[src/rtl/sccb_config.sv]
// OV7670 power-up configuration sequencer: walks a {reg,value} ROM table
// and issues one 3-phase SCCB write (device ID, register, data) per entry.
//
// Ports:
//   clock, n_rst        system clock, async active-low reset
//   start               one-cycle pulse, begins a pass when idle
//   table_addr          ROM read address
//   table_data          {reg, value}, valid one cycle after table_addr
//   busy, done          pass in progress / pass finished (held)
//   wr_cnt              SCCB writes issued in the current/last pass
//   sioc                SCCB clock
//   siod_out, siod_oe   SCCB data value and drive enable (0 = released)
`timescale 1ns/1ps

module sccb_config #(
   parameter int         SCCB_DIV     = 125,
   parameter logic [7:0] DEV_ID       = 8'h42,
   parameter int         ADDR_BITW    = 8,
   parameter int         DELAY_CYCLES = 100000,
   parameter logic [7:0] DELAY_MARK   = 8'hF0,
   parameter logic [7:0] END_MARK     = 8'hFF
) (
   input  logic                 clock,
   input  logic                 n_rst,
   input  logic                 start,
   output logic [ADDR_BITW-1:0] table_addr,
   input  logic [15:0]          table_data,
   output logic                 busy,
   output logic                 done,
   output logic [ADDR_BITW-1:0] wr_cnt,
   output logic                 sioc,
   output logic                 siod_out,
   output logic                 siod_oe
);

   localparam int QW = (SCCB_DIV > 2) ? $clog2(SCCB_DIV) : 1;
   localparam int DW = (DELAY_CYCLES > 2) ? $clog2(DELAY_CYCLES) : 1;
   localparam logic [QW-1:0] Q_LAST = QW'(SCCB_DIV - 1);
   localparam logic [DW-1:0] D_LAST = DW'(DELAY_CYCLES - 1);
   localparam logic [ADDR_BITW-1:0] A_LAST = '1;

   typedef enum logic [3:0] {
      S_IDLE,
      S_FETCH,
      S_DECODE,
      S_START,
      S_BYTE,
      S_STOP,
      S_GAP,
      S_DELAY,
      S_FIN
   } state_t;

   state_t                r_state;
   logic [ADDR_BITW-1:0]  r_addr;
   logic [ADDR_BITW-1:0]  r_wr_cnt;
   logic                  r_busy;
   logic                  r_done;
   logic [QW-1:0]         r_qdiv;
   logic [1:0]            r_q;
   logic [4:0]            r_slot;
   logic [23:0]           r_sr;
   logic [DW-1:0]         r_dcnt;
   logic                  r_sioc;
   logic                  r_sdo;
   logic                  r_oe;

   logic       w_bus;
   logic       w_qend;
   logic       w_qlast;
   logic       w_ack;
   logic       w_tbl_last;
   logic [7:0] w_reg;
   logic       w_sioc;
   logic       w_sdo;
   logic       w_oe;

   assign table_addr = r_addr;
   assign wr_cnt     = r_wr_cnt;
   assign busy       = r_busy;
   assign done       = r_done;
   assign sioc       = r_sioc;
   assign siod_out   = r_sdo;
   assign siod_oe    = r_oe;

   assign w_bus = (r_state == S_START) || (r_state == S_BYTE) ||
                  (r_state == S_STOP)  || (r_state == S_GAP);
   assign w_qend     = (r_qdiv == Q_LAST);
   assign w_qlast    = w_qend && (r_q == 2'd3);
   assign w_ack      = (r_slot == 5'd8) || (r_slot == 5'd17) ||
                       (r_slot == 5'd26);
   assign w_tbl_last = (r_addr == A_LAST);
   assign w_reg      = table_data[15:8];

   // Bus levels for the current quarter; registered into the pins below.
   always_comb begin
      w_sioc = 1'b1;
      w_sdo  = 1'b1;
      w_oe   = 1'b1;
      unique case (r_state)
         S_START: begin
            w_sioc = (r_q != 2'd3);
            w_sdo  = (r_q == 2'd0);
         end
         S_BYTE: begin
            w_sioc = r_q[1];
            if (w_ack) begin
               w_oe  = 1'b0;
               w_sdo = 1'b1;
            end else begin
               w_sdo = r_sr[23];
            end
         end
         S_STOP: begin
            w_sioc = (r_q != 2'd0);
            w_sdo  = r_q[1];
         end
         default: ;
      endcase
   end

   always_ff @(posedge clock or negedge n_rst) begin
      if (!n_rst) begin
         r_state  <= S_IDLE;
         r_addr   <= '0;
         r_wr_cnt <= '0;
         r_busy   <= 1'b0;
         r_done   <= 1'b0;
         r_qdiv   <= '0;
         r_q      <= 2'd0;
         r_slot   <= 5'd0;
         r_sr     <= 24'd0;
         r_dcnt   <= '0;
         r_sioc   <= 1'b1;
         r_sdo    <= 1'b1;
         r_oe     <= 1'b1;
      end else begin
         r_sioc <= w_sioc;
         r_sdo  <= w_sdo;
         r_oe   <= w_oe;

         // Quarter timing; r_q wraps naturally after quarter 3.
         if (w_bus) begin
            if (w_qend) begin
               r_qdiv <= '0;
               r_q    <= r_q + 2'd1;
            end else begin
               r_qdiv <= r_qdiv + QW'(1);
            end
         end

         unique case (r_state)
            S_IDLE: begin
               if (start) begin
                  r_busy   <= 1'b1;
                  r_done   <= 1'b0;
                  r_addr   <= '0;
                  r_wr_cnt <= '0;
                  r_state  <= S_FETCH;
               end
            end
            S_FETCH: r_state <= S_DECODE;
            S_DECODE: begin
               if (w_reg == END_MARK) begin
                  r_state <= S_FIN;
               end else if (w_reg == DELAY_MARK) begin
                  r_dcnt  <= '0;
                  r_state <= S_DELAY;
               end else begin
                  r_sr    <= {DEV_ID, table_data};
                  r_qdiv  <= '0;
                  r_q     <= 2'd0;
                  r_slot  <= 5'd0;
                  r_state <= S_START;
               end
            end
            S_START: begin
               if (w_qlast) r_state <= S_BYTE;
            end
            S_BYTE: begin
               if (w_qlast) begin
                  if (!w_ack) r_sr <= {r_sr[22:0], 1'b0};
                  if (r_slot == 5'd26) begin
                     r_wr_cnt <= r_wr_cnt + ADDR_BITW'(1);
                     r_state  <= S_STOP;
                  end else begin
                     r_slot <= r_slot + 5'd1;
                  end
               end
            end
            S_STOP: begin
               if (w_qlast) r_state <= S_GAP;
            end
            S_GAP: begin
               if (w_qlast) begin
                  // Last table slot: finish rather than wrap to 0.
                  if (w_tbl_last) begin
                     r_state <= S_FIN;
                  end else begin
                     r_addr  <= r_addr + ADDR_BITW'(1);
                     r_state <= S_FETCH;
                  end
               end
            end
            S_DELAY: begin
               if (r_dcnt == D_LAST) begin
                  if (w_tbl_last) begin
                     r_state <= S_FIN;
                  end else begin
                     r_addr  <= r_addr + ADDR_BITW'(1);
                     r_state <= S_FETCH;
                  end
               end else begin
                  r_dcnt <= r_dcnt + DW'(1);
               end
            end
            S_FIN: begin
               r_busy  <= 1'b0;
               r_done  <= 1'b1;
               r_state <= S_IDLE;
            end
            default: r_state <= S_IDLE;
         endcase
      end
   end

endmodule

[config.mk]
export PLATFORM = sky130hd
export DESIGN_NAME = sccb_config
export DESIGN_NICKNAME = d
export VERILOG_FILES = /design/src/rtl/sccb_config.sv
export SDC_FILE = /design/constraint.sdc
export NUM_CORES = 1
export LEC_CHECK = 0
export CELL_PAD_IN_SITES_DETAIL_PLACEMENT = 1
export CELL_PAD_IN_SITES_GLOBAL_PLACEMENT = 1
export CORE_MARGIN = 2
export CORE_UTILIZATION = 50
export CTS_BUF_LIST = sky130_fd_sc_hd__clkbuf_4
export DETAILED_ROUTE_END_ITERATION = 12
export PLACE_DENSITY_LB_ADDON = 0.1
export SETUP_SLACK_MARGIN = 0.02
export SYNTH_ARGS = -nofsm -noshare
export SYNTH_HDL_FRONTEND = slang
export SYNTH_SLANG_ARGS = --single-unit
[constraint.sdc]
create_clock -name clock -period 5.2 [get_ports clock]
set_clock_uncertainty 0.05 [all_clocks]
set_input_delay 1.04 -clock clock [delete_from_list [all_inputs] [get_ports clock]]
set_output_delay 1.04 -clock clock [all_outputs]
set_load 0.03 [all_outputs]
* Word level (Yosys, flattened, before mapping)
Index checks and enable logic that the tools add are counted.
Cells by class: add/sub/neg operators 6, equal/unequal tests 31, mux-type cells 52, reductions and logical operators 21
Operators with widths (number):
- $mux W24 | 4
- $mux W17 | 3
- $mux W8 | 6
- $pmux W24 S2 | 1
- $mux W4 | 9
- $mux W7 | 5
- $pmux W17 S2 | 1
- $pmux W4 S8 | 1
- $ne A2 B2 Y1 const B | 13
- $eq A8 B8 Y1 const B | 3
- $pmux W8 S3 | 1
- $mux W5 | 4
- $add A17 B1 Y17 const B | 1
- $eq A17 B17 Y1 const B | 1
- $add A8 B1 Y8 const B | 2
- $eq A4 B3 Y1 const B | 4
- $pmux W8 S2 | 1
- $reduce_and A4 Y1 | 3
- $eq A5 B5 Y1 const B | 2
- $mux W2 | 5
- $pmux W5 S2 | 1
- $reduce_and A5 Y1 | 2
- $reduce_bool A2 Y1 | 5
- $eq A4 B2 Y1 const B | 2
- 20 further kinds | 30
Storage, ports and cells: bits in registers 80, input bits 19

* Logic depth before layout (Yosys ltp)
depth after elaboration 8, gate-level depth with buffers 8, gate-level depth less buffers 7

* Worst setup path after synthesis
OpenSTA, ideal clock, no wires.
kind input-to-reg, from input start, to register r_addr[4] (netlist: table_addr[4]), setup time 140 ps, data arrival time 2400 ps, required time 5010 ps, setup slack 2610 ps, stages on the path 5, path buffers 0, cells stage by stage or4b_2 > nor2_4 > o221ai_1 > o21ai_0 > o31ai_1
On the way: cells in the longest elaborated chain, start to end 2
Ends and longest elaborated chain:
- start, declared | RTL line 25 | input logic start,
- $ne A2 B2 Y1 (no source line)
- $reduce_and A4 Y1 (no source line)
- end signal, assigned | RTL line 200 | r_addr <= r_addr + ADDR_BITW'(1);
- end signal, assigned | RTL line 210 | r_addr <= r_addr + ADDR_BITW'(1);
- end, declared | RTL line 55 | logic [ADDR_BITW-1:0] r_addr;
No other way between the ends. A chain may end at the register's enable or synchronous reset.

* Worst setup path after layout
from input table_data[9], to register r_sr[23]
On the way: cells in the longest elaborated chain, start to end 3
Ends and longest elaborated chain:
- start, declared | RTL line 27 | input logic [15:0] table_data,
- $eq A8 B8 Y1 (on tied branches) | RTL line 166, 164
- $ne A2 B2 Y1 (no source line)
- $reduce_and A5 Y1 (no source line) (*)
- end signal, assigned | RTL line 170 | r_sr <= {DEV_ID, table_data};
- end signal, assigned | RTL line 182 | if (!w_ack) r_sr <= {r_sr[22:0], 1'b0};
- end, declared | RTL line 62 | logic [23:0] r_sr;
Every way passes the cells marked *; elsewhere a longest branch is shown, timed or not.

==> results.ini <==
[run_status]
status=completed

[logic_synthesis]
synth.avg_cell_area_um2=9.225
synth_edf_count=0
synthFlopType=dfrtp_1
yosysWarnings=0
ys_seq_area_share_pct=46.36
ys_types=64
async_flop_share_pct=100.0
ys_seq_elements=80
synth.cell_area_um2=4327
synthCells=469
synth_nets=499

[setup_path]
crit_path_end=r_sr[23]$_DFFE_PN0P_
cp.required_ns=5.52
crit_chain=clkdlybuf4s50_1 -> or4_1 -> nor3_4 -> a211o_2 -> nand2_1 -> o21ai_1
r2r_start=r_state[3]$_DFFE_PN0P_
cp-start-kind=input pin
critical_path_class=in -> reg
worstPathArrival_ns=3.32
max_stage_delay_ns=0.64
r2r_cells=6
r2r-end=r_sr[8]$_DFFE_PN0P_
path_max_fanout=19
setup.worst_path.end_class=register
r2r_slack_ns=2.31
cp_slowest_cell=nor3_4
startpoint=table_data[9]

[layout]
final_cell_area_um2=4936
final_layout_size_suffix_gt1_share_pct=7.356
fill_cells=957
fin_nets=528
final_cell_mix=77 x dfrtp_1, 75 x nand2_1, 57 x nor2_1
regArea_um2=2006
num_antenna_cells=0
final_common_cell=dfrtp_1
syn_to_final_growth_pct=14.08
multi_input_area_um2=2185

[flow_run]
cap_viol_max_count=0

[global_routing]
grt_busiest_layer=met2
grt.overflow.total=0
antenna_found_initial=0
grt_pass1_wl_um=18400
grt_use_total_pct=23.87
grt_max_degree=81
grt_pass1_vias=3801
grtUsageMet1_pct=30.68
gr-usage-met3_pct=3.829
use_met2_pct=40.92

[clocking]
htreeDepth=3
cts_hold_buf=0
ctsRootBufferMaster=clkbuf_4
cts_tree=yes
cts-buffers-inserted=9
cts_buffer_depth=2
clock-sinks=80
cts_setup_buffers=0
clk_latency_ns=0.44
cts_resized=0
clk_pin_slew_ns=0.13

[routing]
drc_errors=0
drt_first_pass_iters=4
drt_iter0_drc=105
post_drt_via_cell_ratio=6.007
routedWlPerCell_um=17.75
ant_nets=0
num_vias=3652
totalWireLength_um=10790

[floorplanning]
die_w_um=97.03
fp.coreArea_um2=8299
io_pins=40
initial_core_util_pct=52.13
row_count=33
die-area_um2=9414
die_h_um=97.03

[timing]
maxSlewHeadroom_pct=32.51
hold_ws_ns=0.4500
fin_setup_tns_ns=0
rsz0062_at_grt=no
hold_viol=0
setup_violations=0
period_needed_ns=3.001
worst_slew_pin_slew_ns=1.012
slew_viol_final=0
timing.final.crit_share_pct=57.72
fmax_ghz=0.3332

[place]
placed_cell_area_um2=4758
gp_congestion=0.8267
post-dp-hpwl_um=7582
portBuffers=39

[pwr]
leakagePower_uw=0.002043
p_per_area_nw_per_um2=451.0
worst_ir_drop_vdd_v=0.0001866
total_power_uw=2226

[hold_path]
hold_class=reg -> reg

==> how the worst min path moves through the flow <==
| stage | from | to | slack, ns | cells after the start |
|---|---|---|---|---|
| floorplan | r_sr[23]$_DFFE_PN0P_ | r_sr[23]$_DFFE_PN0P_ | 0.40 | 2 |
| global placement | r_sr[22]$_DFFE_PN0P_ | r_sr[22]$_DFFE_PN0P_ | 0.42 | 2 |
| detailed placement | r_sr[20]$_DFFE_PN0P_ | r_sr[20]$_DFFE_PN0P_ | 0.43 | 2 |
| CTS | r_sr[20]$_DFFE_PN0P_ | r_sr[20]$_DFFE_PN0P_ | 0.45 | 2 |
| global route | r_sr[18]$_DFFE_PN0P_ | r_sr[18]$_DFFE_PN0P_ | 0.49 | 2 |
| finish | r_sr[20]$_DFFE_PN0P_ | r_sr[20]$_DFFE_PN0P_ | 0.45 | 2 |
==> state kept, by name, summed over array words and instances, names as in the netlist <==
name / count
r_sr: 24
r_q: 2
siod_out: 1
r_state: 4
r_qdiv: 7
busy: 1
sioc: 1
done: 1
r_dcnt: 17
table_addr: 8
wr_cnt: 8
siod_oe: 1
r_slot: 5
==> cell families (layout without fill, tap and decap cells) <==
logic type	after synthesis	in the layout	share of synthesized area (%)
AND/OR/NAND/NOR	230	230	28.05
multiplexers	7	7	1.619
XOR/XNOR	24	24	4.858
adder cells (fa/ha/maj)	11	11	3.181
AO/OA/AOI/OAI	85	85	12.67
flip-flops	80	80	46.36
buffers and inverters	32	66	3.268
==> layer usage <==
| metal | vias up | part of all wire, % |
|---|---|---|
| met3 | 16 | 2.9 |
| met1 | 1861 | 45 |
| li1 | 1726 | - |
| met2 | 49 | 51 |
| met4 | 0 | 1.7 |
| met5 | - | 0 |
==> metrics by stage <==
step	worst slack [ns]	util, %	instances
floorplan	2.610	-	469
global placement	1.829	57.33	592
detailed placement	1.740	57.33	592
CTS	2.219	59.48	608
global route	2.038	59.48	608
finish	2.199	59.48	608
==> worst max-delay path: cells and delay by family <==
family | cells | cell delay, ns
buffers and inverters | 1 | 0.46
AND/OR/NAND/NOR | 3 | 1.35
AO/OA/AOI/OAI | 2 | 0.48
==> report_power, final <==
group          total (µW)  internal, µW  switching, µW
Clock                 468           239            229
Combinational         790           311            479
Sequential            968           786            182
==> synth_stat cells, drive strengths merged (4+ instances only) <==
cell type   n  area share (%)
a211oi      4            0.69
a21oi       9             1.0
a31oi      18             2.6
and3       11             1.6
and4        6             1.2
buf        13             1.6
clkbuf     10            0.87
dfrtp      77              45
ha         11             3.2
inv         9            0.78
mux2i       7             1.6
nand2      75             6.5
nand3      15             1.7
nand3b      4            0.69
nand4      15             2.3
nor2       59             5.4
nor3        8             1.2
nor4        9             1.8
o21ai      31             3.6
o31ai       6             1.0
or3         4            0.58
or4b        4             1.0
xnor2      14             2.8
xor2       10             2.0
==> layout make-up <==
class | count | area share, %
Clock inverter | 7 | 2.231
Sequential cell | 80 | 40.63
Inverter | 9 | 0.6844
Multi-Input combinational cell | 357 | 44.26
Timing Repair Buffer | 41 | 8.162
Tap cell | 105 | 2.662
Clock buffer | 9 | 1.369
Power figures use the tool's default switching activity.
